**config.mk**
```make
export PLATFORM = sky130hd
export DESIGN_NAME = encap_header_gen
export DESIGN_NICKNAME = d
export VERILOG_FILES = /design/src/rtl/encap_header_gen_pkg.sv /design/src/rtl/encap_pend_counter.sv /design/src/rtl/encap_header_gen.sv
export SDC_FILE = /design/constraint.sdc
export NUM_CORES = 1
export LEC_CHECK = 0
export ABC_AREA = 1
export ABC_CLOCK_PERIOD_IN_PS = 2200
export BUFFER_PORTS_ARGS = -buffer_cell sky130_fd_sc_hd__buf_2
export CORE_UTILIZATION = 46
export CTS_BUF_LIST = sky130_fd_sc_hd__clkbuf_2
export CTS_CLUSTER_DIAMETER = 100
export CTS_CLUSTER_SIZE = 14
export DETAILED_ROUTE_END_ITERATION = 10
export HOLD_SLACK_MARGIN = 0.06
export PLACE_DENSITY = 0.72
export SKIP_CTS_REPAIR_TIMING = 1
export SYNTH_ARGS = -nofsm -noshare
export SYNTH_HDL_FRONTEND = slang
export SYNTH_SLANG_ARGS = --single-unit
```
**constraint.sdc**
```tcl
create_clock -name clk -period 2.2 [get_ports clk]
set_input_delay 0.11 -clock clk [delete_from_list [all_inputs] [get_ports clk]]
set_output_delay 0.11 -clock clk [all_outputs]
set_load 0.005 [all_outputs]
```
**src/rtl/encap_header_gen_pkg.sv**
```systemverilog
// Shared constants, state encoding and header assembly for encap_header_gen.
// ENCAP_SEQ_TAG_EN appends a 16-bit sequence tag to every header.
package encap_header_gen_pkg;

    localparam logic [15:0] TPID_VLAN      = 16'h8100;
    localparam int          HDR_BYTES_BASE = 18;
    localparam int          SEQ_BYTES      = 2;

`ifdef ENCAP_SEQ_TAG_EN
    localparam bit SEQ_EN = 1'b1;
`else
    localparam bit SEQ_EN = 1'b0;
`endif

    typedef enum logic [0:0] {
        ST_IDLE = 1'b0,
        ST_SEND = 1'b1
    } state_t;

    // Byte 0 of the header lands in the most significant byte of the vector.
    function automatic logic [HDR_BYTES_BASE*8-1:0] build_base_hdr(
        input logic [47:0] dst,
        input logic [47:0] src,
        input logic [11:0] vid,
        input logic [15:0] ety
    );
        return {dst, src, TPID_VLAN, 4'h0, vid, ety};
    endfunction

endpackage

```
**src/rtl/encap_pend_counter.sv**
```systemverilog
// Saturating up/down count of headers owed; flags a request lost at saturation.
module encap_pend_counter #(
    parameter int PEND_W = 4
) (
    input  logic              clk,
    input  logic              rst,
    input  logic              inc,
    input  logic              dec,
    output logic [PEND_W-1:0] count,
    output logic              ovf
);

    localparam logic [PEND_W-1:0] CNT_MAX = '1;

    logic [PEND_W-1:0] count_q;
    logic [PEND_W-1:0] count_d;
    logic              ovf_q;
    logic              ovf_d;

    always_comb begin
        count_d = count_q;
        ovf_d   = 1'b0;
        if (inc && !dec) begin
            if (count_q == CNT_MAX) begin
                ovf_d = 1'b1;
            end else begin
                count_d = count_q + 1'b1;
            end
        end else if (dec && !inc) begin
            count_d = count_q - 1'b1;
        end
    end

    always_ff @(posedge clk) begin
        if (rst) begin
            count_q <= '0;
            ovf_q   <= 1'b0;
        end else begin
            count_q <= count_d;
            ovf_q   <= ovf_d;
        end
    end

    assign count = count_q;
    assign ovf   = ovf_q;

endmodule

```
**src/rtl/encap_header_gen.sv**
```systemverilog
// Byte-serial tunnel-encapsulation header generator, one header per pkt_req.
// Define ENCAP_SEQ_TAG_EN to append a 16-bit sequence number (MSB first).
module encap_header_gen
    import encap_header_gen_pkg::*;
#(
    parameter int DATA_W    = 8,
    parameter int PEND_W    = 4,
    parameter int HDR_BYTES = HDR_BYTES_BASE
) (
    input  logic              clk,
    input  logic              rst,
    input  logic              pkt_req,
    input  logic [47:0]       dst_mac,
    input  logic [47:0]       src_mac,
    input  logic [11:0]       vlan_id,
    input  logic [15:0]       etype,
    input  logic              tready,
    output logic              tvalid,
    output logic [DATA_W-1:0] tdata,
    output logic              tlast,
    output logic [PEND_W-1:0] pend_cnt,
    output logic              pend_ovf
);

    localparam int LEN   = HDR_BYTES + (SEQ_EN ? SEQ_BYTES : 0);
    localparam int HDR_W = LEN * DATA_W;
    localparam int IDX_W = $clog2(LEN);
    localparam logic [IDX_W-1:0] PENULT_IDX = IDX_W'(LEN - 2);

    state_t             state_q, state_d;
    logic [IDX_W-1:0]   idx_q, idx_d;
    logic [HDR_W-1:0]   hdr_q, hdr_d;
    logic               tvalid_q, tvalid_d;
    logic [DATA_W-1:0]  tdata_q, tdata_d;
    logic               tlast_q, tlast_d;
    logic [HDR_W-1:0]   hdr_snap;
    logic               hs;
    logic               last_hs;

    assign hs      = tvalid_q && tready;
    assign last_hs = hs && tlast_q;

    encap_pend_counter #(
        .PEND_W (PEND_W)
    ) u_pend (
        .clk   (clk),
        .rst   (rst),
        .inc   (pkt_req),
        .dec   (last_hs),
        .count (pend_cnt),
        .ovf   (pend_ovf)
    );

`ifdef ENCAP_SEQ_TAG_EN
    logic [15:0] seq_q;

    always_ff @(posedge clk) begin
        if (rst) begin
            seq_q <= '0;
        end else if (last_hs) begin
            seq_q <= seq_q + 16'd1;
        end
    end

    assign hdr_snap = {build_base_hdr(dst_mac, src_mac, vlan_id, etype), seq_q};
`else
    assign hdr_snap = build_base_hdr(dst_mac, src_mac, vlan_id, etype);
`endif

    // hdr_q holds only the bytes not yet presented; the next one is always at the top.
    always_comb begin
        state_d  = state_q;
        idx_d    = idx_q;
        hdr_d    = hdr_q;
        tvalid_d = tvalid_q;
        tdata_d  = tdata_q;
        tlast_d  = tlast_q;
        case (state_q)
            ST_IDLE: begin
                if (pend_cnt != '0) begin
                    hdr_d    = hdr_snap << DATA_W;
                    tdata_d  = hdr_snap[HDR_W-1 -: DATA_W];
                    tvalid_d = 1'b1;
                    tlast_d  = 1'b0;
                    idx_d    = '0;
                    state_d  = ST_SEND;
                end
            end
            ST_SEND: begin
                if (hs) begin
                    if (tlast_q) begin
                        tvalid_d = 1'b0;
                        tlast_d  = 1'b0;
                        tdata_d  = '0;
                        idx_d    = '0;
                        state_d  = ST_IDLE;
                    end else begin
                        tdata_d = hdr_q[HDR_W-1 -: DATA_W];
                        hdr_d   = hdr_q << DATA_W;
                        tlast_d = (idx_q == PENULT_IDX);
                        idx_d   = idx_q + 1'b1;
                    end
                end
            end
            default: begin
                state_d  = ST_IDLE;
                tvalid_d = 1'b0;
                tlast_d  = 1'b0;
            end
        endcase
    end

    always_ff @(posedge clk) begin
        if (rst) begin
            state_q  <= ST_IDLE;
            idx_q    <= '0;
            hdr_q    <= '0;
            tvalid_q <= 1'b0;
            tdata_q  <= '0;
            tlast_q  <= 1'b0;
        end else begin
            state_q  <= state_d;
            idx_q    <= idx_d;
            hdr_q    <= hdr_d;
            tvalid_q <= tvalid_d;
            tdata_q  <= tdata_d;
            tlast_q  <= tlast_d;
        end
    end

    assign tvalid = tvalid_q;
    assign tdata  = tdata_q;
    assign tlast  = tlast_q;

endmodule

```
# Word level (Yosys, flattened, before mapping)
# Cells that the tools add are included.
op_classes:
  addsub: 3
  n_eq_ne: 7
  mux: 28
  n_bitwise: 2
  reduce_logical: 13
op_table:
  columns: ["op", "count"]
  rows:
  - ["144-bit two-way mux", 3]
  - ["144-bit one-hot mux with 2 select lines", 1]
  - ["8-bit two-way mux", 3]
  - ["8-bit one-hot mux with 2 select lines", 1]
  - ["5-bit two-way mux", 3]
  - ["4-bit two-way mux", 3]
  - ["1-bit two-way mux", 10]
  - ["5-bit one-hot mux with 2 select lines", 1]
  - ["2-bit inequality test, second input constant", 3]
  - ["1-bit one-hot mux with 2 select lines", 3]
  - ["3-bit AND reduction", 2]
  - ["5-bit by 1-bit adder with 5-bit output, second input constant", 1]
  - ["5-bit == test, second input constant", 1]
  - ["4-bit by 1-bit adder with 4-bit output, second input constant", 1]
  - ["4-bit == test, second input constant", 1]
  - ["1-bit logical AND", 4]
  - ["2-bit by 1-bit inequality test with 1-bit output, second input constant", 2]
  - ["2-bit AND reduction", 2]
  - ["4-bit nonzero test", 1]
  - ["4-bit by 1-bit subtractor with 4-bit output, second input constant", 1]
  - ["1-bit logical NOT", 2]
  - ["1-bit NOT", 2]
  - ["2-bit nonzero test", 1]
  - ["2-bit OR reduction", 1]
word_totals:
  ff_bits: 165
  in_bits: 128
  output_inout_bits: 15

# Depth between registers and ports, before layout
# Gate-level depths: netlist of run 1.
depth:
  word_depth: 6
  depth_mapped: 10

# Hierarchy
# From an unflattened synthesis of run 1, not the netlist that was laid out.
unflattened:
  hier_cells: 1116
  hier_area_um2: 7140.6
modules_own_cells:
  columns: ["module", "n_inst", "cells_each", "area_per_inst_um2", "seq_area_each_um2"]
  rows:
  - ["encap_header_gen", 1, 1068, 6812.8, 3042.9]
  - ["encap_pend_counter", 1, 48, 327.8, 100.1]

# Worst setup path after synthesis of run 1
# No wires, ideal clock.
synth_path:
  path_kind: "reg-to-reg"
  from: "reg tvalid_q (netlist: tvalid)"
  to: "reg u_pend.count_q[3] (netlist: u_pend.count[3])"
  setup_ns: 0.117
  t_arrival_ns: 1.454
  required_time_ns: 2.083
  slack_ns: 0.629
  stages_incl_launch_ff: 10
  synth_period_minus_slack_ns: 1.571
  path_cell_list: "dfxtp_1 -> nand3_1 -> nand2_1 -> ha_1 -> nand2_1 -> nand3b_1 -> nand3_1 -> nand2_1 -> nor2_1 -> nor2_1"
synth_between:
  elab_chain_cells: 6
  elab_cells_between_ends: 9
  cone_classes: "1 x eq/ne; 1 x mux; 7 x reduce/logical"
synth_rtl:
  columns: ["item", "line", "rtl"]
  rows:
  - ["from (decl)", "encap_header_gen.sv:33", "logic tvalid_q, tvalid_d;"]
  - ["from (signal assigned)", "encap_header_gen.sv:125", "tvalid_q <= tvalid_d;"]
  - ["1-bit logical AND (*)", "encap_header_gen.sv:40", "assign hs = tvalid_q && tready;"]
  - ["1-bit logical AND (*)", "encap_header_gen.sv:41", "assign last_hs = hs && tlast_q;"]
  - ["1-bit logical NOT", "encap_pend_counter.sv:23", "if (inc && !dec) begin"]
  - ["1-bit logical AND", "encap_pend_counter.sv:23", null]
  - ["2-bit inequality test (no source line) / 2-bit nonzero test (equally long branches)", null, null]
  - ["2-bit AND reduction (no source line)", null, null]
  - ["to (signal assigned)", "encap_pend_counter.sv:39", "count_q <= count_d;"]
  - ["to (decl)", "encap_pend_counter.sv:15", "logic [PEND_W-1:0] count_q;"]
# Mark *: on every way between the ends. The rest lies on a longest branch, timed or not.
# A chain may end at the register's enable or synchronous reset.

# Worst setup path after layout of run 1
layout_path:
  from: "reg tlast_q (netlist: tlast)"
  to: "reg hdr_q[130]"
layout_between:
  elab_chain_cells: 2
layout_rtl:
  columns: ["item", "line", "rtl"]
  rows:
  - ["from (decl)", "encap_header_gen.sv:35", "logic tlast_q, tlast_d;"]
  - ["from (signal assigned)", "encap_header_gen.sv:127", "tlast_q <= tlast_d;"]
  - ["2-bit inequality test (no source line)", null, null]
  - ["3-bit AND reduction (no source line)", null, null]
  - ["to (signal assigned)", "encap_header_gen.sv:124", "hdr_q <= hdr_d;"]
  - ["to (decl)", "encap_header_gen.sv:32", "logic [HDR_W-1:0] hdr_q, hdr_d;"]
# Every way passes these cells.

==> results.ini, run 1 <==
[power_and_ir_drop]
power.total_mw=7.562
powerDensity_nw_per_um2=842.1
vdd.ir_drop.worst_mv=0.4887
power_leakage_nw=3.736

[yosys]
syn-cell-area_sq_um=6598
syn_nets=993
synth_area_leaders=dfxtp_1 (48%), nand2_1 (16%), a31oi_1 (6.7%), a311oi_1 (6.0%), o21ai_0 (4.9%)
synth_seq_cells=157
synth_common_cells=nand2_1 (280), dfxtp_1 (157), a31oi_1 (71)
ys.flop_type=dfxtp_1
async_flop_share_pct=0
synth.distinct_cells=28
synth_top_area_cell=dfxtp_1
yosysTopAreaCellShare_pct=47.64
yosysWarnings=0
syn_area_per_cell_sq_um=7.663
synth_edf_count=0
synthCells=861
yosysSeqAreaShare_pct=47.64
synthMostInstantiatedCell=nand2_1

[setup_path]
r2r-end=hdr_q[130]
endpoint_kind=flip-flop
critPathMaxFanout=60
reg2reg_depth=6
start_kind=flip-flop
cp.arrival_ns=2.76
crit_required_ns=2.90
r2r_slack_ns=0.14
worstSetupPathType=reg -> reg
r2r-start=tlast

[timing]
min_period_over_period_pct=93.59
fin_crit_ns=2.059
slew_violations=0
skew_ns=0.04189
fin_tns_setup_ns=0
finalSetupViolations=0
fmax_ghz=0.4857
finalHoldViolations=0
hold_ws_ns=0.1438
worst_slew_pin_slew_ns=0.7830
layout_setup_ws_ns=0.1411
slew_headroom_pct=47.80

[placement]
dpl.hpwl_um=10110
dpl_cell_area_sq_um=7326
dp.cells=1124
port_buffers=142
routabilityCongestion=0.8206
place_ws_ns=0.4449

[cells_and_area]
layout.filler_cells=1205
final_nets=1230
area_growth_syn_to_layout_pct=36.11
diodes=0
fin_cells=1291
design_area_sq_um=8980
utilization_pct=64.44
drive_gt1_share_pct=17.55

[global_routing]
grt_pass1_wl_um=25160
grt_pass1_vias=5220
gr-usage-all-layers_pct=21.63
gr-total-overflow=0
grt_max_degree=78
antenna_found_initial=0

[clock_tree]
insertion_delay_ns=0.74
cts_root_buffer=clkbuf_2
clk_pin_slew_ns=0.25
cts_buffer_depth=2
cts-htree-levels=4
cts_buffers=17
cts_tree=built
clock-sinks=157

[outcome]
outcome=complete, no violations

[routing]
drt_iter0_drc=536
final_antenna_net_count=0
wl_um=18070
wl_per_cell_um=14.00
vias_per_cell=5.218
drc=0
drt_pass1_iterations=6
vias=6736

[floorplan]
io-pin-count=143
fp.dieArea_sq_um=14830
die_h_um=121.8
core_area_sq_um=13930
rows=43
initial_core_util_pct=47.35
fp.dieW_um=121.8

[flow_run]
max_cap_viol_count=0

[min_path]
hold_path_depth=4
hold_path_startpoint=vlan_id[2]
hold_class=in -> reg
holdPathEnd=hdr_q[26]

-- where the power goes --
part	total (mW)	internal, mW	switching [mW]
Combinational	2.00	0.836	1.16
Clock	1.93	0.860	1.07
Sequential	3.63	3.35	0.276
-- area by class of cell --
class | count | area [sq um] | area share (%)
Clock buffer | 17 | 85.08 | 0.9475
Clock inverter | 15 | 217.7 | 2.424
Inverter | 14 | 57.56 | 0.6409
Multi-Input combinational cell | 617 | 3005 | 33.47
Sequential cell | 157 | 3147 | 35.04
Tap cell | 180 | 225.2 | 2.508
Timing Repair Buffer | 291 | 2242 | 24.97
-- metal layers --
metal  wire [um]  vias to the layer above  GRT usage (%)
met5           0                        -              0
met4         218                        0          7.407
met3         723                       22          5.197
met2        8820                      174          33.05
met1        8308                     3088          29.68
li1            -                     3452              -
-- cells by family after synthesis --
family          share of synthesized area [%]
compound gates                          22.34
flops                                   47.64
fa+ha+maj                              0.7586
simple gates                            21.98
buf+inv                                 7.017
xor+xnor                               0.2656
-- worst max-delay path, cell delays in order (launching register included) --
cell	delay [ns]
dfxtp_1	0.42
inv_1	0.09
nand4_2	0.22
nand2_8	0.42
o21ai_0	0.13
a31oi_1	0.15
dlygate4sd3_1	0.56
-- cells in the final DEF (no fill, tap or decap), types with 3 or more instances in the layout --
| cell type | n |
|---|---|
| a21oi_1 | 38 |
| a311oi_1 | 45 |
| a31oi_1 | 71 |
| buf_12 | 6 |
| buf_2 | 142 |
| buf_4 | 8 |
| bufinv_16 | 5 |
| clkbuf_2 | 17 |
| clkinv_2 | 3 |
| clkinv_4 | 3 |
| dfxtp_1 | 156 |
| dlygate4sd3_1 | 135 |
| ha_1 | 4 |
| inv_1 | 10 |
| inv_4 | 3 |
| nand2_1 | 280 |
| nand3_1 | 13 |
| nand3b_1 | 3 |
| nor2_1 | 63 |
| nor3_1 | 4 |
| o21ai_0 | 64 |
| o21ai_1 | 20 |
-- state kept, by name, summed over array words and instances, names as in the netlist --
signal / count
idx_q: 5
u_pend.count: 4
hdr_q: 136
tdata: 8
u_pend.ovf: 1
tlast: 1
state_q: 1
tvalid: 1
-- worst max path at each step --
stage	startpoint	endpoint	slack [ns]
final	tlast	hdr_q[130]	0.14
after detailed placement	tlast	u_pend.count[2]	0.44
after global routing	tlast	hdr_q[130]	-0.006
after floorplan	tvalid	u_pend.count[3]	0.63
after global placement	tlast	u_pend.count[2]	0.51
after CTS	tlast	u_pend.count[2]	0.40
Note: power is estimated with default switching activity, not from simulation.
==> inputs of run 2 (changes only) <==
- ABC_AREA: 1 -> unset
- SKIP_LAST_GASP: unset -> 1
==> run 2 against run 1 <==
Fmax rose by 0.83%; critical path depth rose by 1; synthesized area rose by 7.1%; largest cell class is now multi-input combinational cells; global-route usage fell by 1.6 points; the flow now finishes with violations (hold timing); setup slack improved by 0.017 ns; utilization fell by 1.1 points; sequential share of layout area fell by 1.4 points; first-iteration DRC count fell by 24%; largest power group unchanged; sequential cell count did not move; register-to-register slack improved by 0.02 ns; sequential power rose by 3%; hold slack got worse by 0.36 ns.
==> results.ini, run 2 <==
[clock_tree]
cts_tree=built
cts_root_buffer=clkbuf_2
clock-sinks=157
cts_buffers=17
cts_buffer_depth=2
cts-htree-levels=4
clk_pin_slew_ns=0.23
insertion_delay_ns=0.74

[routing]
final_antenna_net_count=0
drt_iter0_drc=407
drc=0
drt_pass1_iterations=4
wl_um=18660
vias=6295
vias_per_cell=5.339
wl_per_cell_um=15.83

[timing]
min_period_over_period_pct=92.82
rsz0062_at_grt=yes
worst_slew_pin_slew_ns=0.8836
finalHoldViolations=4
fin_crit_ns=2.042
layout_setup_ws_ns=0.1580
skew_ns=0.03211
finalSetupViolations=0
hold_ws_ns=-0.2121
slew_violations=0
fmax_ghz=0.4897
slew_headroom_pct=41.10

[global_routing]
grt_pass1_vias=5261
gr-total-overflow=0
grt_pass1_wl_um=25420
antenna_found_initial=2
gr-usage-all-layers_pct=20.04
grt_max_degree=118

[yosys]
yosysWarnings=0
yosysTopAreaCellShare_pct=44.49
synth_top_area_cell=dfxtp_1
synth_common_cells=dfxtp_1 (157), nor2_1 (122), a211oi_1 (111)
ys.flop_type=dfxtp_1
syn-cell-area_sq_um=7064
syn_area_per_cell_sq_um=9.444
synthMostInstantiatedCell=dfxtp_1
synthCells=748
synth.distinct_cells=50
yosysSeqAreaShare_pct=44.49
synth_area_leaders=dfxtp_1 (44%), mux2i_1 (15%), a211oi_1 (12%), nor2_1 (6.5%), nand3_2 (2.3%)
syn_nets=880
synth_seq_cells=157
async_flop_share_pct=0
synth_edf_count=0

[cells_and_area]
final_nets=1113
utilization_pct=63.35
regMostFlops=hdr_q
drive_gt1_share_pct=22.36
fin_cells=1179
layout_commonest_cell=dfxtp_1
area_growth_syn_to_layout_pct=32.31
largest_register_ffs=136
layout_common_cells=dfxtp_1 (156), buf_2 (141), dlygate4sd3_1 (128), nor2_1 (122), a211oi_1 (111)

[floorplan]
io-pin-count=143
core_area_sq_um=14750
fp.dieArea_sq_um=15860
rows=44
initial_core_util_pct=47.88
fp.dieW_um=125.9
die_h_um=125.9

[power_and_ir_drop]
powerDensity_nw_per_um2=833.4
vdd.ir_drop.worst_mv=0.5547
power_leakage_nw=3.696
power.total_mw=7.789

[setup_path]
crit_required_ns=2.87
start_kind=flip-flop
r2r_slack_ns=0.16
worstSetupPathType=reg -> reg
critPathMaxFanout=6
cp.arrival_ns=2.72
endpoint_kind=flip-flop

[outcome]
violations=hold timing
outcome=finished, violations left

[placement]
dp.cells=1018
place_ws_ns=0.2018
routabilityCongestion=0.8065
port_buffers=142
dpl.hpwl_um=10390

[flow_run]
max_cap_viol_count=0

[min_path]
hold_class=in -> reg

==> run 2: cell count changes after synthesis, moves of 13 or more <==
cell / change
a21oi_1: -18
a31oi_1: -70
nand3_2: +16
a211oi_1: +110
buf_2: +13
a311oi_1: -37
nand2_1: -240
nor2_1: +59
o21ai_0: -56
a21oi_2: +16
mux2i_1: +108
o21ai_1: -18
==> run 2: area by class of cell <==
cell class	count	area (sq um)
Antenna cell	2	5.005
Clock buffer	19	95.09
Clock inverter	12	127.6
Fill cell	1177	5408
Inverter	7	26.28
Multi-Input combinational cell	516	3568
Sequential cell	157	3147
Tap cell	184	230.2
Timing Repair Buffer	282	2147
==> run 2: path summary, 6_finish.rpt <==
path             start         endpoint  cells past startpoint
max             tvalid  u_pend.count[3]                      7
min            pkt_req  u_pend.count[3]                      4
max reg2reg     tvalid  u_pend.count[3]                      7
min reg2reg  hdr_q[28]        hdr_q[36]                      2
==> run 2: cell families after synthesis <==
logic type | Yosys count | share of synthesized area (%)
flops | 157 | 44.49
simple gates | 224 | 15.39
mux | 108 | 15.30
fa+ha+maj | 5 | 0.8502
xor+xnor | 2 | 0.2480
buf+inv | 75 | 5.172
compound gates | 177 | 18.54
==> run 2: metal layers <==
layer | GRT usage (%) | vias to the layer above | wire, um | share of wire (%)
li1 | - | 3194 | - | -
met1 | 27.38 | 2900 | 8310 | 45
met2 | 30.06 | 167 | 9111 | 49
met3 | 5.735 | 34 | 886 | 4.7
met4 | 7.158 | 0 | 349 | 1.9
met5 | 0 | - | 0 | 0
==> run 2: worst max-delay path, cell delays in order, from the launching register on <==
cell,delay (ns)
dfxtp_1,0.36
nand3_1,0.10
nand2_1,0.14
ha_1,0.42
a311oi_1,0.12
a2111oi_1,0.53
a21oi_1,0.08
o311ai_1,0.22
==> run 2: through the flow <==
step                setup TNS (ns)  area (sq um)
detailed placement               0          7833
global route              -0.07083          9346
floorplan                        0          7064
global placement                 0          7833
CTS                              0          8055
finish                           0          9346
==> run 2: where the power goes <==
| part | leakage (nW) | internal (mW) | switching (mW) | total (mW) |
|---|---|---|---|---|
| logic | 2.26 | 1.11 | 1.37 | 2.47 |
| registers | 1.30 | 3.40 | 0.329 | 3.73 |
| clock network | 0.142 | 0.609 | 0.973 | 1.58 |
| total | 3.70 | 5.12 | 2.67 | 7.79 |
